### config.mk
export PLATFORM = sky130hd
export DESIGN_NAME = divider_controller
export DESIGN_NICKNAME = d
export VERILOG_FILES = /design/src/rtl/divider_controller.sv
export SDC_FILE = /design/constraint.sdc
export NUM_CORES = 1
export LEC_CHECK = 0
export ABC_AREA = 1
export CAP_MARGIN = 20
export CORE_AREA = 2 2 39 41
export CTS_BUF_LIST = sky130_fd_sc_hd__clkbuf_8
export DETAILED_ROUTE_END_ITERATION = 10
export DIE_AREA = 0 0 41 43
export PLACE_DENSITY = 0.72
export SLEW_MARGIN = 20
export SYNTH_ARGS = -nofsm -noshare
export SYNTH_HDL_FRONTEND = slang
export SYNTH_SLANG_ARGS = --single-unit
### constraint.sdc
create_clock -name CLK -period 2.81 [get_ports CLK]
set_clock_uncertainty 0.15 [all_clocks]
set_input_delay 0.281 -clock CLK [delete_from_list [all_inputs] [get_ports CLK]]
set_output_delay 0.281 -clock CLK [all_outputs]
set_load 0.05 [all_outputs]
### src/rtl/divider_controller.sv
// rtl/divider_controller.sv - sequencing FSM for a shift/subtract divider datapath
// Optional zero-divisor abort is enabled by defining DIV_ZERO_CHECK_EN.
module divider_controller #(
  parameter int DATA_WIDTH = 6,
  parameter int STEP_WIDTH = 4
) (
  input  logic                  CLK,
  input  logic                  RST,
  input  logic                  start,
  input  logic [DATA_WIDTH-1:0] divisor_in,
  input  logic                  result_ack,
  input  logic                  divident_gt_divisor,
  input  logic                  done,
  output logic                  initialize,
  output logic                  load_divident,
  output logic                  sh_en,
  output logic                  ready,
  output logic                  busy,
  output logic                  result_valid,
  output logic                  error
);

  localparam logic [2:0] S_IDLE = 3'd0;
  localparam logic [2:0] S_INIT = 3'd1;
  localparam logic [2:0] S_CALC = 3'd2;
  localparam logic [2:0] S_HOLD = 3'd3;
  localparam logic [2:0] S_ERR  = 3'd4;

  localparam logic [STEP_WIDTH-1:0] STEP_LIMIT = STEP_WIDTH'(DATA_WIDTH + 2);

  logic [2:0]            state_q, state_d;
  logic [STEP_WIDTH-1:0] step_q, step_d;
  logic [STEP_WIDTH-1:0] step_inc;
  logic                  zero_div;
  logic                  calc_step;

`ifdef DIV_ZERO_CHECK_EN
  assign zero_div = (divisor_in == '0);
`else
  logic unused_divisor;
  assign unused_divisor = ^divisor_in;
  assign zero_div       = 1'b0;
`endif

  assign step_inc = step_q + 1'b1;

  always_comb begin
    state_d = state_q;
    step_d  = step_q;
    case (state_q)
      S_IDLE: begin
        if (start) state_d = zero_div ? S_ERR : S_INIT;
      end
      S_INIT: begin
        state_d = S_CALC;
        step_d  = '0;
      end
      S_CALC: begin
        step_d = step_inc;
        // Watchdog: the datapath never reported completion within its step budget
        if (done)                         state_d = S_HOLD;
        else if (step_inc == STEP_LIMIT)  state_d = S_ERR;
      end
      S_HOLD: begin
        if (result_ack) state_d = start ? S_INIT : S_IDLE;
      end
      S_ERR: begin
        if (result_ack) state_d = S_IDLE;
      end
      default: state_d = S_IDLE;
    endcase
  end

  always_ff @(posedge CLK or negedge RST) begin
    if (!RST) begin
      state_q <= S_IDLE;
      step_q  <= '0;
    end else begin
      state_q <= state_d;
      step_q  <= step_d;
    end
  end

  assign calc_step     = (state_q == S_CALC) && !done;
  assign initialize    = (state_q == S_INIT);
  assign load_divident = calc_step && divident_gt_divisor;
  assign sh_en         = calc_step && !divident_gt_divisor;
  assign ready         = (state_q == S_IDLE);
  assign busy          = (state_q == S_INIT) || (state_q == S_CALC);
  assign result_valid  = (state_q == S_HOLD);
  assign error         = (state_q == S_ERR);

endmodule
**Yosys cells after proc, flatten, opt, wreduce, memory -nomap -nowiden**

Index checks and enable logic that the tools add are counted.

- Add/sub/neg operators: 1
- Reduce and logical (&&, ||, !) cells: 9
- Equal/unequal tests: 9
- Multiplexer cells: 8

Operators by type and width:

| kind | count |
|---|---|
| $mux 3 | 5 |
| $pmux 3 s5 | 1 |
| $pmux 4 s2 | 1 |
| $eq 3x2->1 const B | 2 |
| $ne 2x2->1 const B | 3 |
| $add 4x1->4 const B | 1 |
| $eq 4x4->1 const B | 1 |
| $reduce_and 4->1 | 1 |
| $eq 3x1->1 const B | 1 |
| $eq 3x3->1 const B | 1 |
| $logic_and 1x1->1 | 3 |
| $logic_not 3->1 | 1 |
| $ne 3x3->1 const B | 1 |
| $logic_not 1->1 | 2 |
| $reduce_bool 2->1 | 1 |
| $logic_or 1x1->1 | 1 |
| $mux 1 | 1 |

- Register bits: 7
- Output and inout bits: 7

**Longest topological paths before layout**

- Depth in word-level cells: 5
- Depth in mapped cells: 8
- Mapped depth without buffers: 8

**Worst setup path before layout**

Ideal clock, no wire load.

- Path kind: flip-flop to output port
- From: register state_q[0]
- To: output load_divident
- Path buffers: 0
- Path slack: 940 ps
- Data arrival time: 1,439 ps
- Cell stages (with the launch flop): 6
- Data required time: 2,379 ps
- Path through: dfrtp_1 -> nor2_2 -> nand2_2 -> nor2_4 -> inv_1 -> nor2_1

- Cells in the longest elaborated chain, start to end: 3

RTL lines:

| element | line | RTL |
|---|---|---|
| start, declared | 31 | `logic [2:0] state_q, state_d;` |
| start signal, assigned | 79 | `state_q <= state_d;` |
| $eq 3x2->1 | 84 | `assign calc_step = (state_q == S_CALC) && !done;` |
| $logic_and 1x1->1 | 84 |  |
| $logic_and 1x1->1 | 86 | `assign load_divident = calc_step && divident_gt_divisor;` |
| end, declared | 15 | `output logic load_divident,` |

Every way passes these cells.

**Worst setup path after layout**

- From: register state_q[0]
- To: output sh_en

- Cells in the longest elaborated chain, start to end: 3

RTL lines:

| element | line | RTL |
|---|---|---|
| $eq 3x2->1 | 84 |  |
| $logic_and 1x1->1 | 84 |  |
| $logic_and 1x1->1 | 87 | `assign sh_en = calc_step && !divident_gt_divisor;` |
| end, declared | 16 | `output logic sh_en,` |

Every way passes these cells.

==> impl_metrics.env <==
export IMPL_status="finished, final reports clean"
export IMPL_synth_cells=64
export IMPL_initial_core_util_pct=31.9
export IMPL_final_cell_mix="16 x nand2_1, 14 x inv_1, 12 x clkdlybuf4s50_1"
export IMPL_leakagePower_nw=0.345
export IMPL_die_w_um=41
export IMPL_critPathArrivalTime_ps=1990
export IMPL_num_vias=443
export IMPL_drc_errors=0
export IMPL_die_area_mm2=0.00176
export IMPL_power_density_mw_per_mm2=1260
export IMPL_area_delta_synth_final_pct=41.9
export IMPL_reg2reg_slack_ps=1510
export IMPL_core_mm2=0.00138
export IMPL_antenna_found_initial=0
export IMPL_hold_buffers=0
export IMPL_cp_start_kind="register"
export IMPL_wl_um=928
export IMPL_hold_viol=0
export IMPL_antenna_left=0
export IMPL_setup_viol=0
export IMPL_finalNetCount=94
export IMPL_syn_nets=77
export IMPL_drive_gt1_share_pct=12.5
export IMPL_drtPass1Iterations=4
export IMPL_grtUsageTotal_pct=14.7
export IMPL_avgViaCountPerCell=4.61
export IMPL_rr_startpoint="step_q[0]"
export IMPL_timing_final_crit_share_pct=86.0
export IMPL_ys_seq_area_share_pct=39.7
export IMPL_wl_per_cell_um=9.67
export IMPL_ys_ff_latch=7
export IMPL_ir_drop_mv=0.615
export IMPL_cp_data_required_time_ps=2380
export IMPL_root_buffer="clkbuf_8"
export IMPL_tritoncts="yes"
export IMPL_hold_class="input pin to asynchronous set/reset pin"
export IMPL_reg2reg_to="state_q[1]"
export IMPL_cap_viol_max_count=0
export IMPL_crit_end="sh_en"
export IMPL_grt_max_degree=8
export IMPL_worst_slack_ps=394
export IMPL_grt_pass1_vias=411
export IMPL_rsz0062_at_grt="false"
export IMPL_gp_congestion=0.705
export IMPL_dp_hpwl_um=730
export IMPL_critPathCaptureType="primary output"
export IMPL_cts_max_path_buffers=2
export IMPL_cts_buffers_inserted=3
export IMPL_pre_cts_slack_ps=511
export IMPL_path_buf_inv=2
export IMPL_grt_pass1_wl_um=1600
export IMPL_crit_family="buffers and inverters"
export IMPL_max_freq_mhz=414
export IMPL_layout_commonest_cell="nand2_1"
export IMPL_fillers=156
export IMPL_fin_crit_ps=2420
export IMPL_postPlaceCellArea_um2=582
export IMPL_crit_type="register to primary output"
export IMPL_ys_types=14
export IMPL_cts_htree_levels=1
export IMPL_clock_latency_ps=230
export IMPL_cp_cell_sequence="nor2_2 -> nand2_2 -> nor2_4 -> inv_1 -> nor2_1 -> clkdlybuf4s50_1"
export IMPL_clkSinkCount=7
export IMPL_drt_iter0_markers=2
export IMPL_cp_startpoint="state_q[0]"
export IMPL_finalSetupTns_ps=0
export IMPL_fin_area_um2=627
export IMPL_cts_resized=0
export IMPL_grt_ovfl_total=0
export IMPL_post_cts_buffers=0
export IMPL_syn_area_per_cell_um2=6.90
export IMPL_rows=14
export IMPL_ios=19
export IMPL_slowest_stage="clkdlybuf4s50_1"
export IMPL_crit_fanout=5
export IMPL_insertedDiodeCount=0
export IMPL_crit_cells=6
export IMPL_portBuffers=12
export IMPL_syn_area_um2=442
export IMPL_relSlewSlack_pct=66.5
export IMPL_clkTransAtPathRegs_ps=40
export IMPL_fp_dieH_um=43
export IMPL_worst_pin_slew_ps=500
export IMPL_ff2ff_path_depth=8
export IMPL_drv_slew=0
export IMPL_yosysWarnings=0
export IMPL_cp_slowest_stage_delay_ps=810
## routing by layer
metal  GRT usage [%]  wire (um)  share of wire [%]  vias to the layer above
met3            6.81         49                5.3                        5
li1                -          -                  -                      229
met5               0          0                  0                        -
met2            20.6        466                 50                        9
met4            14.0         37                4.0                        0
met1            14.9        375                 40                      200
## synth_stat cells
cell     count  area share [%]
nand2_1     16              14
inv_1       13              11
nand3_1     11              12
dfrtp_1      7              40
nor2_1       4             3.4
nand2_2      3             4.2
o21ai_0      3             3.4
a21oi_1      1             1.1
a21oi_2      1             2.0
ha_1         1             2.8
inv_2        1            0.85
nand4_1      1             1.4
nor2_2       1             1.4
nor2_4       1             2.5
## layout make-up
class	instances	area (um2)	area share, %
Clock inverter	1	3.75	0.599
Sequential cell	7	175	27.9
Tap cell	16	20.0	3.19
Inverter	14	52.6	8.38
Timing Repair Buffer	12	120	19.2
Multi-Input combinational cell	43	214	34.1
Clock buffer	3	41.3	6.59
## flip-flops by register name, indices dropped and copies added (netlist names)
register	flops
step_q	4
state_q	3
## report_power, final
part / internal (mW) / switching [mW]
clock network: 0.0943 / 0.0431
registers: 0.143 / 0.0424
logic: 0.154 / 0.316
total: 0.391 / 0.402
## logic make-up after synthesis
| logic type | synth area share (%) |
|---|---|
| AOI/OAI and AO/OA | 6.51 |
| adders and majority gates | 2.83 |
| buffers and inverters | 11.9 |
| DFF | 39.7 |
| and+or+nand+nor | 39.1 |
## per-stage QoR
step	hold WS (ps)	cells	utilization (%)	total power [mW]
floorplan	-165	64	-	0.525
global placement	363	92	42.0	0.652
detailed placement	371	92	42.0	0.658
CTS	169	96	45.3	0.804
global route	206	96	45.3	0.855
finish	162	96	45.3	0.793
## how the worst min path moves through the flow
| stage | start | to | slack [ps] | depth (start not counted) |
|---|---|---|---|---|
| 2_1_floorplan | RST | state_q[0] | -160 | 0 |
| 5_1_grt | RST | state_q[0] | 210 | 1 |
| 3_3_place_gp | step_q[0] | step_q[0] | 360 | 1 |
| 3_5_place_dp | step_q[0] | step_q[0] | 370 | 1 |
| 4_1_cts | RST | state_q[2] | 170 | 1 |
| 6_report | RST | state_q[2] | 160 | 1 |
No activity file was read; power rests on OpenSTA's default activity.
